## src/rtl/uart_tx_fsm.sv

```systemverilog
// UART transmit frame controller: sequences start, data, optional parity and stop bits,
// enabling an external serializer during the data phase.
module uart_tx_fsm #(
    parameter int unsigned DATA_WIDTH = 8
) (
    input  logic                  clk,
    input  logic                  rstn,
    input  logic                  data_valid,
    input  logic [DATA_WIDTH-1:0] p_data,
    input  logic                  par_en,
    input  logic                  par_typ,
    input  logic                  ser_data,
    input  logic                  ser_done,
    output logic                  ser_en,
    output logic                  tx_out,
    output logic                  busy
);

    localparam int unsigned CntW = (DATA_WIDTH > 1) ? $clog2(DATA_WIDTH) : 1;
    localparam logic [CntW-1:0] CntLast = CntW'(DATA_WIDTH - 1);

    typedef enum logic [2:0] {
        StIdle,
        StStart,
        StData,
        StParity,
        StStop
    } state_e;

    state_e                state_q, state_d;
    logic [CntW-1:0]       cnt_q, cnt_d;
    logic [DATA_WIDTH-1:0] data_q, data_d;
    logic                  par_en_q, par_en_d;
    logic                  par_typ_q, par_typ_d;
    logic                  accept;
    logic                  par_bit;

    assign accept  = data_valid && ((state_q == StIdle) || (state_q == StStop));
    // Odd parity is the complement of the even-parity XOR reduction.
    assign par_bit = (^data_q) ^ par_typ_q;

    always_ff @(posedge clk or negedge rstn) begin
        if (!rstn) begin
            state_q   <= StIdle;
            cnt_q     <= '0;
            data_q    <= '0;
            par_en_q  <= 1'b0;
            par_typ_q <= 1'b0;
        end else begin
            state_q   <= state_d;
            cnt_q     <= cnt_d;
            data_q    <= data_d;
            par_en_q  <= par_en_d;
            par_typ_q <= par_typ_d;
        end
    end

    always_comb begin
        state_d   = state_q;
        cnt_d     = cnt_q;
        data_d    = data_q;
        par_en_d  = par_en_q;
        par_typ_d = par_typ_q;

        case (state_q)
            StIdle: begin
                if (accept) state_d = StStart;
            end
            StStart: begin
                state_d = StData;
            end
            StData: begin
                // Counter bounds DATA even if the serializer never pulses done.
                if (ser_done || (cnt_q == CntLast)) begin
                    cnt_d   = '0;
                    state_d = par_en_q ? StParity : StStop;
                end else begin
                    cnt_d = cnt_q + CntW'(1);
                end
            end
            StParity: begin
                state_d = StStop;
            end
            StStop: begin
                state_d = accept ? StStart : StIdle;
            end
            default: begin
                state_d = StIdle;
            end
        endcase

        if (accept) begin
            data_d    = p_data;
            par_en_d  = par_en;
            par_typ_d = par_typ;
        end
    end

    always_comb begin
        tx_out = 1'b1;
        busy   = 1'b0;
        ser_en = 1'b0;
        case (state_q)
            StStart: begin
                tx_out = 1'b0;
                busy   = 1'b1;
            end
            StData: begin
                tx_out = ser_data;
                busy   = 1'b1;
                ser_en = 1'b1;
            end
            StParity: begin
                tx_out = par_bit;
                busy   = 1'b1;
            end
            StStop: begin
                busy = 1'b1;
            end
            default: begin
                tx_out = 1'b1;
            end
        endcase
    end

endmodule

```

## config.mk

```make
export PLATFORM = sky130hd
export DESIGN_NAME = uart_tx_fsm
export DESIGN_NICKNAME = d
export VERILOG_FILES = /design/src/rtl/uart_tx_fsm.sv
export SDC_FILE = /design/constraint.sdc
export NUM_CORES = 1
export LEC_CHECK = 0
export BUFFER_PORTS_ARGS = -buffer_cell sky130_fd_sc_hd__buf_2
export CAP_MARGIN = 0
export CELL_PAD_IN_SITES_DETAIL_PLACEMENT = 0
export CELL_PAD_IN_SITES_GLOBAL_PLACEMENT = 1
export CORE_ASPECT_RATIO = 0.7
export CORE_MARGIN = 2
export CORE_UTILIZATION = 36
export DETAILED_ROUTE_END_ITERATION = 12
export PLACE_DENSITY_LB_ADDON = 0.3
export SYNTH_ARGS = -nofsm -noshare
export SYNTH_HDL_FRONTEND = slang
export SYNTH_SLANG_ARGS = --single-unit
```

## constraint.sdc

```tcl
create_clock -name clk -period 1.4 [get_ports clk]
set_input_delay 0.21 -clock clk [delete_from_list [all_inputs] [get_ports clk]]
set_output_delay 0.21 -clock clk [all_outputs]
set_load 0.005 [all_outputs]
```

# [Word level (Yosys, flattened, before mapping)]
# Cells that the tools add are included.
[totals] regBits=16 in_bits=15 word_cells=30
[op_classes] add_sub_neg=1 eq_ne=7 n_mux=9 n_bitwise=1 n_reduce_logical=7
[op_table] operator="case mux 3 bit (5 select lines)" n=1
[op_table] operator="2-to-1 mux 3 bit" n=4
[op_table] operator="XOR reduction 8 bit" n=1
[op_table] operator="equality test 3 x 2 -> 1 bit, second input constant" n=2
[op_table] operator="equality test 3 bit, second input constant" n=2
[op_table] operator="!= test 2 bit, second input constant" n=2
[op_table] operator="OR reduction 4 bit" n=1
[op_table] operator="adder 3 x 1 -> 3 bit, second input constant" n=1
[op_table] operator="equality test 3 x 1 -> 1 bit, second input constant" n=1
[op_table] operator="zero test 3 bit" n=1
[op_table] operator="2-to-1 mux 1 bit" n=3
[op_table] operator="case mux 1 bit (3 select lines)" n=1
[op_table] operator="logical OR 1 bit" n=2
[op_table] operator="AND reduction 2 bit" n=1
[op_table] operator="logical AND 1 bit" n=1
[op_table] operator="bitwise XOR 1 bit" n=1

# [Logic depth before layout (Yosys ltp)]
# Gate-level depths: netlist of the first run.
[logic_depth] word_depth=5 depth_mapped=6 mapped_depth_nobuf=6

# [Worst setup path after synthesis of the first run]
# OpenSTA, ideal clock, no wires.
[synth_path] path_type="register to register" from="register cnt_q[0]" to="register state_q[1]" setup_time_ns=0.072 arrival_time_ns=1.382 required_ns=1.328 setup_slack_ns=-0.054 path_stages_with_launch=7 n_path_buf=0 path_cell_list="dfrtp_1 -> ha_1 -> ha_1 -> or2_2 -> a21oi_1 -> mux2i_1 -> nor2_1"
[synth_via] elab_chain_len=4
[synth_lines] element="start: declaration" line_no="31" text="logic [CntW-1:0] cnt_q, cnt_d;"
[synth_lines] element="start signal: assignment" line_no="51" text="cnt_q <= cnt_d;"
[synth_lines] element="equality test 3 bit" line_no="74" text="if (ser_done || (cnt_q == CntLast)) begin"
[synth_lines] element="logical OR 1 bit" line_no="74"
[synth_lines] element="!= test 2 bit (no source line)"
[synth_lines] element="AND reduction 2 bit (no source line)"
[synth_lines] element="end signal: assignment" line_no="44" text="state_q <= StIdle;"
[synth_lines] element="end signal: assignment" line_no="50" text="state_q <= state_d;"
[synth_lines] element="end: declaration" line_no="30" text="state_e state_q, state_d;"
# No other way between the ends.
# A chain may end at the register's enable or synchronous reset.

# [Worst setup path in the final report of the first run]
[layout_path] from="register data_q[5]" to="output tx_out"
[layout_via] elab_chain_len=3
[layout_lines] element="start: declaration" line_no="32" text="logic [DATA_WIDTH-1:0] data_q, data_d;"
[layout_lines] element="start signal: assignment" line_no="52" text="data_q <= data_d;"
[layout_lines] element="XOR reduction 8 bit" line_no="40" text="assign par_bit = (^data_q) ^ par_typ_q;"
[layout_lines] element="bitwise XOR 1 bit" line_no="40"
[layout_lines] element="case mux 1 bit (3 select lines)" line_no="103" text="case (state_q)"
[layout_lines] element="end: declaration" line_no="15" text="output logic tx_out,"
# No other way between the ends.

==> summary.md, run 1 <==
| Metric | Value |
|---|---|
| Status | complete, but fails checks |
| Failing checks | negative setup slack |
| Fin crit share | 1.277 |
| Switch share | 0.3302 |
| Layout cells sized above 1 | 0.4842 |
| Placer Congestion | around 0.74 |
| Slew @ Worst Pin | ~350 ps |
| Antenna-violating nets left | 0 |
| Post-synth top cells | dfrtp_1, mux2_4, nand2_1 |
| Startpoint Class | flop |
| Syn Area/Cell | 12.09 um^2 |
| Power Density | about 2300 nW/um^2 |
| RSZ-0062 raised after global routing | true |
| Core Area | approximately 2200 um^2 |
| CTS tree | built |
| Syn Inst Count | 68 |
| Clk Latency, worst-skew pair | roughly 280 ps |
| Synth warnings | 0 |
| Detailed Route WL | 1466 um |
| HP Class | input port to flop |
| Pre-CTS setup slack | -110.4 ps |
| Die W | a little over 60 um |
| Final Core Density | 0.5006 |
| Distinct cells, synth | 26 |
| First-pass DRT Iterations | 4 |
| # diodes | 0 |
| Clock transition at path regs | 90 ps |
| Die area | roughly 2700 um^2 |
| Via Count | 576 |
| Synth Flop Type | dfrtp_1 |
| P_leak | 0.0005269 uW |
| Syn Std Cell Area | approximately 820 um^2 |
| Pin count of the biggest net entering global routing | 17 |
| Root buf cell | clkbuf_4 |
| Reg-to-reg startpoint | cnt_q[1] |
| Pint | between 1500 and 2000 uW |
| First-pass GRT wire length | 2235 um |
| Detailed Place HPWL | between 1000 and 1500 um |
| Number of H-tree levels | 1 |
| Yosys reg bits | 16 |
| CTS sink cnt | 16 |
| FF-to-FF End | state_q[1] |
| Critical Path End | tx_out |
| Final min period | between 1500 and 2000 ps |
| Drt first-iter violations | 11 |
| Crit Path Max Fanout | 2 |
| Fmax achieved | approximately 560 MHz |
| Critical path required time | approximately 1200 ps |
| Post-synth EDFFs | 0 |
| Post-synthesis sequential area ratio | 0.4871 |
| WP data arrival | 1580 ps |
| Syn nets | 85 |
| Comb pwr share | 0.526 |
| Clock power frac | 0.122 |
| Yosys top cell area share | 0.4871 |
| Vias in the first global route | 530 |
| Top cells by area, synth | dfrtp_1, mux2_4, xnor2_1 |
| Fin. max-slew vios | 0 |
| GRT Overall Usage | 0.1207 |
| Skew final | roughly 0.94 ps |
| Final worst slack | -387.7 ps |
| R2R depth | 6 |
| Total CTS buffers | 3 |
| # setup viols final | 1 |
| Initial core utilization | 0.3815 |
| Num rows | 14 |
| Die Span Y | about 44 um |
| DRC viols | 0 |
| Crit path capture type | output pin |
| Max Cap Violations | 0 |
| Wirelength per Cell | 11.54 um |
| Initial antenna violation count | 0 |
| Max_slew headroom | 0.7652 |
| Grt total ovfl | 0 |
| Category of the most critical setup path | flop to output pin |
| Port Buffers | 17 |
| Most common cell in the netlist | dfrtp_1 |
| I/O Pins | 18 |
| Crit path from | data_q[5] |
| Average vias per placed instance | 4.535 |
| P&R area growth vs syn | 31.20% |
| Area leader, netlist | dfrtp_1 |
| Nets | 113 |
| Worst IR Drop VDD | slightly below 900 uV |
| Ys async rst share | 1.000 |
| Seq pwr share | 0.352 |
| R2R setup slack | 20 ps |
| Final hold viol count | 0 |
| Max clock buf depth | 2 |
| Switch Pwr | just over 800 uW |
## state kept, by name, indices dropped and copies added, names as in the netlist
signal     count
data_q         8
cnt_q          3
state_q        3
par_en_q       1
par_typ_q      1
## layout make-up
cell class	instances	area [um^2]
repair buffers	25	151.4
inverters	3	11.26
fillers	218	1076
well taps	32	40.04
flip-flops and latches	16	400.4
multi-input cells	47	439.2
clock buffers	4	36.28
## timing repair
action | in CTS | in global routing
buffers inserted | 1 | 2
endpoints found under the setup margin | 3 | 3
gates resized for setup | 4 | 6
pin swaps | 6 | 3
endpoints found under the hold margin | 16 | 0
hold buffers | 1 | 0
## power by group through the flow
stage / logic, uW / registers, uW / clock network (uW)
detailed placement: 1160 / 851 / 0
finish: 1300 / 869 / 302
global placement: 1140 / 840 / 0
floorplan: 914 / 821 / 0
CTS: 1220 / 856 / 315
global route: 1420 / 898 / 342
## per-stage QoR
stage | area (um^2) | setup TNS, ps | std cells | hold slack [ps] | power, uW
global placement | 964.7 | -73.44 | 119 | 148.9 | 1975
CTS | 1033 | -435.0 | 125 | 126.9 | 2394
finish | 1079 | -387.7 | 127 | 139.0 | 2473
detailed placement | 964.7 | -119.9 | 119 | 140.7 | 2012
global route | 1079 | -592.4 | 127 | 117.3 | 2662
floorplan | 828.3 | 0 | 68 | -85.59 | 1735
## per-layer routing
metal / GRT usage / wire length [um]
met2: 0.1702 / 636
met1: 0.1598 / 739
met3: 0.06269 / 78
met4: 0.03913 / 12
met5: 0 / 0
## cells in the final DEF (no fill, tap or decap), types with 2 or more instances in the layout
cell      synthesis  layout
inv_1             3       3
nor2_4            0       2
o21ai_0           3       3
clkbuf_4          0       3
nor2_1            4       3
xnor2_1           4       3
a21oi_1           3       2
dfrtp_1          16      16
mux2_4            8       9
xor2_1            2       2
nand2_1           7       6
buf_4             1       6
buf_2             0      17
## worst max-delay path, cell delays in order, from the launching register on
cell      delay (ps)
dfrtp_1          400
xor2_1           150
xnor3_1          420
o211ai_1         180
buf_2            140
## worst min path at each step
stage / start / to / slack (ps) / cells after the start
after floorplan: rstn / cnt_q[0] / -90 / 0
after global placement: rstn / cnt_q[1] / 150 / 1
after detailed placement: rstn / data_q[3] / 140 / 1
after CTS: par_en / par_en_q / 130 / 3
after global routing: par_en / par_en_q / 120 / 3
final: par_en / par_en_q / 140 / 3
## logic make-up after synthesis
kind of cell    count (synthesis)  synth area share
flops                          16            0.4871
xor+xnor                        7           0.09132
fa+ha+maj                       2           0.03044
compound gates                  9           0.06393
buf+inv                         5           0.03653
mux                            10            0.1720
simple gates                   19            0.1187
Note: power is estimated with default switching activity, not from simulation.
==> inputs of run 2 (changes only) <==
--- a/config.mk
+++ b/config.mk
@@ -9,7 +9,6 @@
 export CAP_MARGIN = 0
 export CELL_PAD_IN_SITES_DETAIL_PLACEMENT = 0
 export CELL_PAD_IN_SITES_GLOBAL_PLACEMENT = 1
-export CORE_ASPECT_RATIO = 0.7
 export CORE_MARGIN = 2
 export CORE_UTILIZATION = 36
 export DETAILED_ROUTE_END_ITERATION = 12
==> summary.md, run 2 (synthesis gave the netlist of run 1 again) <==
| Metric | Value |
|---|---|
| Status | complete, but fails checks |
| Failing checks | negative setup slack |
| Category of the most critical setup path | flop to output pin |
| Startpoint Class | flop |
| Slew @ Worst Pin | 348.1 ps (-4.129 ps) |
| Critical path required time | 1190 ps (about the same) |
| Nets | 116 (+2.7%) |
| Max_slew headroom | 0.7679 (+0.002753) |
| Pin count of the biggest net entering global routing | 17 (unchanged) |
| CTS tree | built |
| Total CTS buffers | 3 (unchanged) |
| P_leak | 0.0005416 uW (+2.8%) |
| Layout cells sized above 1 | 0.5000 (+0.01579) |
| Num rows | 17 (+3) |
| Worst hold slack | 147.9 ps (+8.954 ps) |
| Port Buffers | 17 (unchanged) |
| Power Density | 2313 nW/um^2 (+0.88%) |
| Top flop regs | data_q (8), cnt_q (3), state_q (3) |
| Skew final | 7.278 ps (+6.341 ps) |
| Number of H-tree levels | 1 (unchanged) |
| Pre-CTS setup slack | -86.67 ps (+23.78 ps) |
| Fin crit share | 1.278 (about the same) |
| First-pass GRT wire length | 2622 um (+17%) |
| Fin. max-slew vios | 0 (unchanged) |
| # diodes | 0 (unchanged) |
| Crit Path Max Fanout | 2 (unchanged) |
| Clock transition at path regs | 100 ps (about the same) |
| Wirelength per Cell | 13.04 um (+13%) |
| I/O Pins | 18 (unchanged) |
| Drt first-iter violations | 1 (-10) |
| Core Area | 2191 um^2 (+1.7%) |
| Fmax achieved | 559.0 MHz (about the same) |
| WP data arrival | 1580 ps (about the same) |
| Die W | 51.79 um (-15%) |
| RSZ-0062 raised after global routing | true |
| Detailed Route WL | 1643 um (+12%) |
| Most frequent cells in the layout | buf_2, dfrtp_1, mux2_4, buf_4, nand2_1 |
| Grt total ovfl | 0 (unchanged) |
| Initial antenna violation count | 0 (unchanged) |
| Average vias per placed instance | 4.786 (+5.5%) |
| Final worst slack | -388.9 ps (-1.140 ps) |
| Initial core utilization | 0.3752 (-0.006319) |
| Worst IR Drop VDD | 866.8 uV (-2.1%) |
| Detailed Place HPWL | 1087 um (+5.0%) |
| Antenna-violating nets left | 0 (unchanged) |
| Max clock buf depth | 2 (unchanged) |
| Placer Congestion | 0.6582 (-11%) |
| HP Class | input port to flop |
| Via Count | 603 (+4.7%) |
| Largest register FFs | 8 (unchanged) |
| First-pass DRT Iterations | 2 (-2) |
| Clk Latency, worst-skew pair | 290 ps (about the same) |
| GRT Overall Usage | 0.1370 (+0.01631) |
| Max Cap Violations | 0 (unchanged) |
| Final min period | 1789 ps (+1.140 ps) |
| CTS sink cnt | 16 (unchanged) |
| Commonest non-fill, non-tap cell in the layout | buf_2 |
| P&R area growth vs syn | 33.03% |
| Total power | 2530 uW (+2.3%) |
| Final hold viol count | 0 (unchanged) |
| Top reg by flops | data_q |
| Vias in the first global route | 595 (+12%) |
| # setup viols final | 2 (+1) |
| DRC viols | 0 (unchanged) |
| Setup tns final | -428.5 ps (-40.74 ps) |
| Crit path capture type | output pin |
| Root buf cell | clkbuf_4 |
| Die Span Y | 51.79 um (+18%) |
| Final Core Density | 0.4991 (-0.001438) |
| Die area | 2682 um^2 (-0.23%) |
run 2: changes by cell type in the layout (fill, tap and decap cells not counted), sizes merged:
cell	previous run	this run
buf	24	26
and2	1	2
run 2: worst max-delay path, cell delays in order, from the launching register on:
cell	delay, ps
dfrtp_1	410
xor2_1	150
xnor3_1	410
o211ai_1	180
buf_2	140
run 2: cell type report:
cell class | count | area [um^2]
fillers | 211 | 1097
multi-input cells | 48 | 440.4
flip-flops and latches | 16 | 400.4
repair buffers | 27 | 170.2
clock buffers | 4 | 36.28
well taps | 28 | 35.03
inverters | 3 | 11.26
run 2: path summary, 6_finish.rpt:
check | from | endpoint | slack, ps | depth (start not counted)
min reg2reg | cnt_q[2] | cnt_q[2] | 520 | 2
min in group asynchronous | rstn | state_q[1] | 350 | 2
min | p_data[7] | data_q[7] | 150 | 2
max | data_q[2] | tx_out | -390 | 4
max reg2reg | cnt_q[0] | state_q[1] | 40 | 6
max in group asynchronous | rstn | data_q[3] | 780 | 2
run 2: report_power, final:
part	switching [uW]	total, uW	internal (uW)
Clock	146	304	158
Sequential	191	872	681
Combinational	497	1350	857
run 2: stage by stage:
stage	cells	instance area (um^2)
6_report	126	1094
2_1_floorplan	68	828.3
5_1_grt	126	1094
4_1_cts	122	1040
3_5_place_dp	115	959.7
3_3_place_gp	115	959.7
run 2: per-layer routing:
layer	part of all wire	vias up	global-route usage	routed length, um
met2	0.47	12	0.2179	774
met1	0.48	298	0.1716	795
li1	-	291	-	-
met4	0.012	0	0.06579	19
met3	0.033	2	0.03736	54
met5	0	-	0	0
run 2: timing repair:
action                                 4_1_cts  5_1_grt
pin swaps                                    6        3
setup buffers                                2        3
cloned                                       0        1
resized for setup                            6        5
endpoints found under the hold margin       16        0
setup endpoints to repair                    3       12
hold buffers                                 1        0
==> inputs of run 3 (changes only) <==
--- a/config.mk
+++ b/config.mk
@@ -9,10 +9,10 @@
 export CAP_MARGIN = 0
 export CELL_PAD_IN_SITES_DETAIL_PLACEMENT = 0
 export CELL_PAD_IN_SITES_GLOBAL_PLACEMENT = 1
-export CORE_MARGIN = 2
 export CORE_UTILIZATION = 36
 export DETAILED_ROUTE_END_ITERATION = 12
 export PLACE_DENSITY_LB_ADDON = 0.3
+export SLEW_MARGIN = 40
 export SYNTH_ARGS = -nofsm -noshare
 export SYNTH_HDL_FRONTEND = slang
 export SYNTH_SLANG_ARGS = --single-unit
==> summary.md, run 3 (synthesis gave the netlist of run 1 again) <==
| Metric | Value |
|---|---|
| Top reg by flops | data_q |
| Worst path cell trace | xnor2_2 > xnor3_1 > nand3b_1 > o211ai_1 > buf_2 |
| Max clock buf depth | 2 (unchanged) |
| Vias in the first global route | 546 (-8.2%) |
| GRT Overall Usage | 0.1365 (-0.0004658) |
| Initial core utilization | 0.3987 (+0.02345) |
| Power Density | 2286 nW/um^2 (-1.2%) |
| HP Class | input port to flop |
| Detailed Route WL | 1571 um (-4.4%) |
| Worst IR Drop VDD | 1086 uV (+25%) |
| Grt total ovfl | 0 (unchanged) |
| Final instance area | 1077 um^2 (-1.5%) |
| Crit Path Max Fanout | 2 (unchanged) |
| Average vias per placed instance | 4.787 (about the same) |
| Placer Congestion | 0.7185 (+9.2%) |
| Die Span Y | 49.79 um (-3.9%) |
| # fillers | 189 (-10%) |
| # setup viols final | 4 (+2) |
| Clock transition at path regs | 90 ps (about the same) |
| Fin. max-slew vios | 0 (unchanged) |
| Grt peak-use layer | met2 |
| Root buf cell | clkbuf_4 |
| Slowest stage delay, CP | 420 ps (about the same) |
| I/O Pins | 18 (unchanged) |
| Drt first-iter violations | 5 (+4) |
| Final hold viol count | 0 (unchanged) |
| Top flop regs | data_q (8), cnt_q (3), state_q (3) |
| Met1 GRT Util | 0.1800 (+0.008452) |
| Layout cells sized above 1 | 0.4737 (-0.02632) |
| P_leak | 0.0005263 uW (-2.8%) |
| WP data arrival | 1580 ps (about the same) |
| Final min period | 1787 ps (-2.156 ps) |
| Antenna-violating nets left | 0 (unchanged) |
| P&R area growth vs syn | 31.05% |
| Category of the most critical setup path | flop to output pin |
| Core Area | 2062 um^2 (-5.9%) |
| Num rows | 16 (-1) |
| Skew final | 2.715 ps (-4.563 ps) |
| Slew @ Worst Pin | 348.3 ps (+0.2121 ps) |
| Nets | 113 (-2.6%) |
| Final Core Density | 0.5225 (+0.02331) |
| First-pass DRT Iterations | 4 (+2) |
| Die area | 2479 um^2 (-7.6%) |
| Crit path capture type | output pin |
| Failing checks | negative setup slack |
| Clk Latency, worst-skew pair | 280 ps (about the same) |
| Die W | 49.79 um (-3.9%) |
| Met3 GRT Util | 0.04012 (+0.002767) |
| CTS tree | built |
| CTS sink cnt | 16 (unchanged) |
| Fin crit share | 1.276 (-0.001540) |
| Detailed Place HPWL | 1041 um (-4.3%) |
| Pin count of the biggest net entering global routing | 17 (unchanged) |
| Total CTS buffers | 3 (unchanged) |
| Pre-CTS setup slack | -86.55 ps (+0.1194 ps) |
| Critical path required time | 1190 ps (about the same) |
| Initial antenna violation count | 0 (unchanged) |
| Via Count | 584 (-3.2%) |
| Number of H-tree levels | 1 (unchanged) |
| First-pass GRT wire length | 2484 um (-5.3%) |
| # diodes | 0 (unchanged) |
| Wirelength per Cell | 12.88 um (-1.2%) |
| Final worst slack | -386.7 ps (+2.156 ps) |
| Status | complete, but fails checks |
| RSZ-0062 raised after global routing | true |
| Max Cap Violations | 0 (unchanged) |
| Fmax achieved | 559.7 MHz (+0.12%) |
| Setup tns final | -458.4 ps (-29.92 ps) |
| Commonest non-fill, non-tap cell in the layout | buf_2 |
| Max_slew headroom | 0.7678 (about the same) |
| DRC viols | 0 (unchanged) |
| Most frequent cells in the layout | buf_2, dfrtp_1, mux2_4, nand2_1 |
| Largest register FFs | 8 (unchanged) |
| Placed Area | 950.9 um^2 (-0.91%) |
| Port Buffers | 17 (unchanged) |
| Startpoint Class | flop |
| Crit path max-delay cell type | dfrtp_1 |
| GR Util met2 | 0.2140 (-0.003985) |
[run 3: cell count changes in the layout (fill, tap and decap cells not counted)]
cell / before / now
ha_4: 0 / 1
ha_2: 2 / 1
buf_4: 7 / 4
nor2_1: 3 / 4
nor2_2: 1 / 0
[run 3: per-layer routing]
| layer | part of all wire | routed length [um] | vias to the layer above |
|---|---|---|---|
| met3 | 0.033 | 52 | 2 |
| met1 | 0.48 | 758 | 284 |
| met2 | 0.48 | 747 | 12 |
| met5 | 0 | 0 | - |
| li1 | - | - | 286 |
| met4 | 0.0083 | 13 | 0 |
[run 3: where the power goes]
part	switching [uW]	total (uW)	internal, uW	leakage [uW]
sequential	189	870	681	0.000197
combinational	492	1300	804	0.000309
clock	139	297	158	0.0000210
[run 3: final cells by class]
class                      count  area (um^2)  share of cell area
clock buffer                   4        36.28             0.03368
multi-input combinational     48        447.9              0.4158
timing repair buffer          24        147.6              0.1371
tap                           27        33.78             0.03136
sequential                    16        400.4              0.3717
inverter                       3        11.26             0.01045
[run 3: through the flow]
| step | hold slack [ps] | total power (uW) | std cells |
|---|---|---|---|
| floorplan | -85.59 | 1735 | 68 |
| global placement | 139.8 | 1952 | 113 |
| detailed placement | 136.4 | 1989 | 113 |
| CTS | 127.1 | 2375 | 121 |
| global route | 137.8 | 2673 | 122 |
| finish | 132.7 | 2463 | 122 |
[run 3: critical path: cells and delay by family (launching register included)]
kind | cells | cell delay (ps)
xor+xnor | 2 | 580
flops | 1 | 420
buf+inv | 1 | 130
simple gates | 1 | 90
compound gates | 1 | 80
[run 3: path summary, 6_finish.rpt]
kind                       cells after the start  slack (ps)         end       from
min                                            3         130    par_en_q     par_en
max reg2reg                                    6         -30  state_q[1]   cnt_q[1]
min reg2reg                                    2         510    cnt_q[1]   cnt_q[1]
min in group asynchronous                      2         360   data_q[0]       rstn
max                                            5        -390      tx_out  data_q[7]
max in group asynchronous                      2         790  state_q[1]       rstn
[run 3: repair_timing]
item	in CTS	in global routing
hold buffers	1	0
setup endpoints to repair	3	14
setup buffers	3	0
gates cloned	0	1
pin swaps	6	6
resized for setup	5	6
hold endpoints to repair	16	0
